===== src/rtl/seq_fsm_pkg.sv =====
// Elaboration-time helpers for serial pattern detectors: state-register width
// and the KMP-style next-state function evaluated over a constant pattern.
package seq_fsm_pkg;

  localparam int MAX_N = 16;

  function automatic int state_width(input int n);
    return (n > 1) ? $clog2(n) : 1;
  endfunction

  // Longest j < n such that the last j bits of (PATTERN[n-1 -: k], b) equal
  // PATTERN[n-1 -: j]. This covers advancing, mismatch fallback, and the
  // overlapping restart after a full match.
  function automatic int kmp_fallback(input logic [MAX_N-1:0] pattern, input int n,
                                      input int k, input logic b);
    int best;
    int lim;
    int idx;
    logic ok;
    logic sb;
    best = 0;
    lim  = (k + 1 < n) ? k + 1 : n - 1;
    for (int j = 1; j <= MAX_N; j++) begin
      if (j <= lim) begin
        ok = 1'b1;
        for (int t = 0; t < MAX_N; t++) begin
          if (t < j) begin
            idx = k + 1 - j + t;
            if (idx == k) sb = b;
            else          sb = pattern[n-1-idx];
            if (sb != pattern[n-1-t]) ok = 1'b0;
          end
        end
        if (ok) best = j;
      end
    end
    return best;
  endfunction

endpackage


===== src/rtl/jkff_reg.sv =====
// Vector of JK flip-flops sharing one clock and a synchronous active-high reset.
module jkff_reg #(
  parameter int W = 1
) (
  input  logic         CLK,
  input  logic         RESET,
  input  logic [W-1:0] J,
  input  logic [W-1:0] K,
  output logic [W-1:0] Q
);

  always_ff @(posedge CLK) begin
    if (RESET) Q <= '0;
    else       Q <= (J & ~Q) | (~K & Q);
  end

endmodule


===== src/rtl/seq_detector_jk.sv =====
// Parametrised serial pattern detector with a JK-cell state register, a
// registered match pulse and a saturating, clearable match counter.
module seq_detector_jk
  import seq_fsm_pkg::*;
#(
  parameter int             N       = 4,
  parameter logic [N-1:0]   PATTERN = 4'b1101,
  parameter int             OVERLAP = 1,
  parameter int             COUNT_W = 8
) (
  input  logic                        CLK,
  input  logic                        RESET,
  input  logic                        EN,
  input  logic                        x,
  input  logic                        CLR,
  output logic                        F,
  output logic [state_width(N)-1:0]   S,
  output logic [COUNT_W-1:0]          COUNT
);

  localparam int                 SW      = state_width(N);
  localparam int                 NS      = 2 ** SW;
  localparam logic [SW-1:0]      LAST    = SW'(N - 1);
  localparam logic [COUNT_W-1:0] CNT_MAX = '1;

  // Next-state table fixed at elaboration; unreachable codes fall back to 0.
  logic [SW-1:0] fb_tbl [NS][2];

  generate
    for (genvar st = 0; st < NS; st++) begin : g_st
      for (genvar bv = 0; bv < 2; bv++) begin : g_bit
        if (st < N) begin : g_live
          assign fb_tbl[st][bv] = SW'(kmp_fallback(MAX_N'(PATTERN), N, st, 1'(bv)));
        end else begin : g_dead
          assign fb_tbl[st][bv] = '0;
        end
      end
    end
  endgenerate

  logic [SW-1:0] s_q;
  logic [SW-1:0] s_nxt;
  logic [SW-1:0] jset;
  logic [SW-1:0] kclr;
  logic          match;

  always_comb begin
    match = 1'b0;
    s_nxt = s_q;
    if (EN) begin
      match = (s_q == LAST) && (x == PATTERN[0]);
      if (match && OVERLAP == 0) s_nxt = '0;
      else                       s_nxt = fb_tbl[s_q][x];
    end
  end

  assign jset = s_nxt & ~s_q;
  assign kclr = ~s_nxt & s_q;

  jkff_reg #(.W(SW)) u_state (
    .CLK   (CLK),
    .RESET (RESET),
    .J     (jset),
    .K     (kclr),
    .Q     (s_q)
  );

  assign S = s_q;

  // CLR wins over a coincident match; the pulse on F is unaffected by it.
  always_ff @(posedge CLK) begin
    if (RESET) begin
      F     <= 1'b0;
      COUNT <= '0;
    end else begin
      F <= match;
      if (CLR)                             COUNT <= '0;
      else if (match && COUNT != CNT_MAX)  COUNT <= COUNT + 1'b1;
    end
  end

endmodule


===== config.mk =====
export PLATFORM = sky130hd
export DESIGN_NAME = seq_detector_jk
export DESIGN_NICKNAME = d
export VERILOG_FILES = /design/src/rtl/seq_fsm_pkg.sv /design/src/rtl/jkff_reg.sv /design/src/rtl/seq_detector_jk.sv
export SDC_FILE = /design/constraint.sdc
export NUM_CORES = 1
export LEC_CHECK = 0
export CORE_AREA = 2 2 39 41
export CTS_BUF_LIST = sky130_fd_sc_hd__clkbuf_16
export DETAILED_ROUTE_END_ITERATION = 10
export DIE_AREA = 0 0 41 43
export PLACE_DENSITY = 0.81
export SETUP_SLACK_MARGIN = 0.15
export SYNTH_ARGS = -nofsm -noshare
export SYNTH_HDL_FRONTEND = slang
export SYNTH_SLANG_ARGS = --single-unit

===== constraint.sdc =====
create_clock -name CLK -period 1.8 [get_ports CLK]
set_input_delay 0.27 -clock CLK [delete_from_list [all_inputs] [get_ports CLK]]
set_output_delay 0.27 -clock CLK [all_outputs]
set_load 0.005 [all_outputs]

==> Yosys cells after proc, flatten, opt, wreduce, memory -nomap -nowiden <==
Cells that the tools add are included.
{ "totals": {"wordCells": 29, "register_bits": 11, "in_bits": 5} }
{ "op_classes": {"magnitude_cmp": 2, "n_eq_ne": 2, "n_reduce_logical": 3, "bitwise_logic": 10, "add_sub_neg": 1, "muxes": 8} }
{ "ops": {"columns": ["cell", "n"], "rows": [
  ["adder 8 x 1 -> 8 bit, second input constant", 1],
  ["bitwise AND 2 bit", 4],
  ["binary-select mux 4 bit (select 2 bit)", 1],
  ["two-way mux 2 bit", 4],
  ["two-way mux 4 bit", 2],
  ["inequality test 8 bit, second input constant", 1],
  ["NOT 2 bit", 3],
  ["greater-or-equal comparator 3 bit, second input constant", 1],
  ["NOT 2 -> 3 bit", 1],
  ["== test 2 bit, second input constant", 1],
  ["greater-or-equal comparator 2 bit, second input constant", 1],
  ["logical AND 1 bit", 2],
  ["NOT 1 -> 2 bit", 1],
  ["bitwise OR 2 bit", 1],
  ["OR reduction 2 bit", 1],
  ["two-way mux 1 bit", 1]
]} }

==> Logic depth before layout (Yosys ltp) <==
{ "logic_depth": {"word_depth": 13, "depth_mapped": 5, "mapped_depth_nobuf": 5} }

==> By module <==
From an unflattened synthesis, not the netlist that was laid out.
{ "unflattened": {"hier_cells": 70, "area_unflattened_um2": 625.6} }
{ "by_module_without_submodules": {"columns": ["mod", "cells_each", "instances", "seq_area_each_um2", "area_per_inst_um2"], "rows": [
  ["seq_detector_jk", 62, 1, 180.2, 535.5],
  ["jkff_reg", 8, 1, 40.0, 90.1]
]} }

==> Worst setup path before layout <==
No wires, ideal clock.
{ "synth_path": {"path_type": "reg2reg", "start": "register with a tool-made name", "end": "register COUNT[5]", "setup_slack_ns": 0.248, "required_ns": 1.730, "stages_incl_launch_ff": 6, "arrival_ns": 1.482, "period_less_slack_ns": 1.552, "path_cell_list": "dfxtp_1 > ha_1 > and3_4 > nand4_4 > or4_1 > a21oi_1"} }
{ "synth_rtl": {"columns": ["item", "line_no", "text"], "rows": [
  ["end signal, assigned", "seq_detector_jk.sv:78", "else if (match && COUNT != CNT_MAX) COUNT <= COUNT + 1'b1;"],
  ["end, declared", "seq_detector_jk.sv:18", "output logic [COUNT_W-1:0] COUNT"]
]} }

==> key figures <==
Route
  – Post-DRT Antenna Nets: 0
  – Drt pass-1 iters: 4
  – Vias per inst: 5.356
  – DR iter-0 viols: 24
  – DR vias: 541
  – Total Wirelength: 1302 um
  – WL/cell: 12.89 um
  – Residual DRC count: 0

Floorplan
  – Die area: 1763 um^2
  – Row count: 14
  – # IOs: 16
  – Die Span X: 41 um
  – Core Region: 1384 um^2
  – Starting Density: 40.05%
  – Die height: 43 um

STA
  – RSZ-0062 raised after global routing: true
  – Fin. Hold Viols: 0
  – Final min period: 1.601 ns
  – Skew final: 0.0004791 ns
  – Final Setup Violations: 0
  – Max Fclk: 624.6 MHz
  – Final Max Slew Viols: 0
  – Slew at the pin closest to its max-slew limit: 0.3605 ns
  – Setup TNS: 0 ns
  – Part of the cycle the worst path needs: 88.94%
  – Slew Limit Headroom: 75.71%
  – Worst hold margin: 0.5153 ns

Synthesis
  – Yosys warnings: 0
  – Post-synthesis cell count: 62
  – Synth Net Count: 70
  – Register area share after synthesis: 39.73%
  – EDFF count, synth: 0
  – Mapped Area: 554.3 um^2
  – Post-synth top flop: dfxtp_1
  – #FFs+latches synth: 11
  – Syn_area_per_cell: 8.940 um^2
  – Yosys cell types: 26
  – Synth async-reset ratio: 0%

Setup path
  – Bufs and invs on worst path: 0
  – CP max-delay cell: or4_1
  – Slowest stage delay, CP: 0.53 ns
  – Crit path DAT: 1.77 ns
  – Delay-heaviest family, CP: simple AND/OR/NAND/NOR gates
  – Crit path required time: 1.97 ns
  – Crit-path max FO: 4
  – CP Capture Point: COUNT[5]$_SDFFE_PP0P_
  – Crit-path cells: ha_1 > and3_4 > nand4_4 > or4_1 > a21oi_1
  – R2r endpoint: COUNT[5]$_SDFFE_PP0P_
  – Worst setup SP type: register
  – Crit end category: register
  – R2R depth: 5
  – R2R setup slack: 0.20 ns
  – Critical path class: register to register
  – Crit. path cell count: 5

Layout
  – Area Growth Syn to Fin: 51.24%
  – Commonest cells after routing, fill and taps aside: clkdlybuf4s50_1 (15), dfxtp_1 (9), nor2_1 (8)
  – Commonest non-fill, non-tap cell in the layout: clkdlybuf4s50_1
  – Ant. Diodes: 0
  – NumNets Final: 94
  – Fraction of layout cells with a size suffix above 1: 17.65%

Clock network
  – CTS tree: done
  – Clk buf depth: 2
  – # Post-CTS Setup Buffers: 0
  – CTS Hold Buffers Added: 0
  – Clk slew on worst S/H paths: 0.04 ns
  – Clock root cell: clkbuf_16
  – Clk_lat worst skew: 0.24 ns
  – CTS buffer count: 3
  – Resize count post-CTS: 0
  – H-tree levels: 1
  – CTS sink count: 11

Place
  – Post-DP HPWL: 926.1 um
  – GP Congestion: 0.7294
  – Buffers on Ports: 15

Global route
  – Total GRT Usage: 17.86%
  – First-pass GRT wire length: 2118 um
  – Largest net degree at the start of global routing: 9
  – Gr ovfl total: 0
  – Vias in the first global route: 527
  – Initial antenna violation count: 0

Pwr
  – PwrDens: 829.6 nW/um^2
  – Worst-case vdd ir drop: 0.4367 mV
  – Pleak: 0.3156 nW

Status
  – Status: finished, final reports clean

Hold path
  – HP Class: register to register

Job
  – Max_cap viols: 0
## cell families after synthesis
family                   share of synthesized area, %
AO/OA/AOI/OAI                                   17.16
XOR/XNOR                                        3.161
adder cells (fa/ha/maj)                         6.773
buffers and inverters                           4.739
flip-flops                                      39.73
multiplexers                                    1.806
AND/OR/NAND/NOR                                 26.64
## power by group
group / total, W / switching, W / internal [W]
Sequential: 0.000253 / 0.00000402 / 0.000249
Clock: 0.000399 / 0.000108 / 0.000291
Combinational: 0.0000431 / 0.0000178 / 0.0000252
Total: 0.000695 / 0.000130 / 0.000566
## metrics by stage
| stage | instance area [um^2] | setup slack, ns | instances | total power (W) | utilization, % |
|---|---|---|---|---|---|
| after floorplan | 554.3 | 0.2478 | 62 | 0.0002751 | - |
| after global placement | 750.7 | 0.03399 | 97 | 0.0002982 | 54.25 |
| after detailed placement | 750.7 | -0.02001 | 97 | 0.0002994 | 54.25 |
| after CTS | 829.5 | 0.1560 | 101 | 0.0006989 | 59.95 |
| after global routing | 838.3 | 0.1307 | 101 | 0.0007212 | 60.58 |
| final | 838.3 | 0.1990 | 101 | 0.0006955 | 60.58 |
## cell usage after synthesis, types with 2 or more instances
| master | n | area share, % |
|---|---|---|
| dfxtp_1 | 11 | 40 |
| nor2_1 | 8 | 5.4 |
| a21oi_1 | 6 | 5.4 |
| inv_1 | 4 | 2.7 |
| a211oi_1 | 3 | 4.1 |
| ha_1 | 3 | 6.8 |
| nand2_1 | 3 | 2.0 |
| nand3_1 | 3 | 2.7 |
| a311oi_1 | 2 | 3.2 |
| nor3_1 | 2 | 1.8 |
| o21ai_0 | 2 | 1.8 |
## worst min-delay path, stage by stage, from the launching register on
cell,delay (ns)
dfxtp_2,0.33
nor2_1,0.08
a211oi_1,0.06
## routing by layer
| metal | global-route usage [%] | up-vias | part of all wire, % |
|---|---|---|---|
| li1 | - | 274 | - |
| met4 | 12.67 | 0 | 3.6 |
| met2 | 25.62 | 26 | 44 |
| met3 | 4.712 | 5 | 6.8 |
| met1 | 21.90 | 236 | 45 |
| met5 | 0 | - | 0 |
## cell type report
class,count,area (um^2)
Fill cell,131,545.5
Tap cell,16,20.02
Clock inverter,1,3.754
Multi-Input combinational cell,46,314.1
Sequential cell,11,222.7
Timing Repair Buffer,20,187.7
Clock buffer,3,75.07
Inverter,4,15.01
## worst min path at each step
stage,startpoint,to,slack [ns],cells past startpoint
finish,register,register,0.52,2
global route,register,register,0.54,2
CTS,COUNT[6]$_SDFFE_PP0P_,COUNT[6]$_SDFFE_PP0P_,0.53,1
detailed placement,COUNT[6]$_SDFFE_PP0P_,COUNT[6]$_SDFFE_PP0P_,0.53,1
global placement,COUNT[6]$_SDFFE_PP0P_,COUNT[6]$_SDFFE_PP0P_,0.50,1
floorplan,RESET,F$_SDFF_PP0_,0.34,1
No activity file was read; power rests on OpenSTA's default activity.
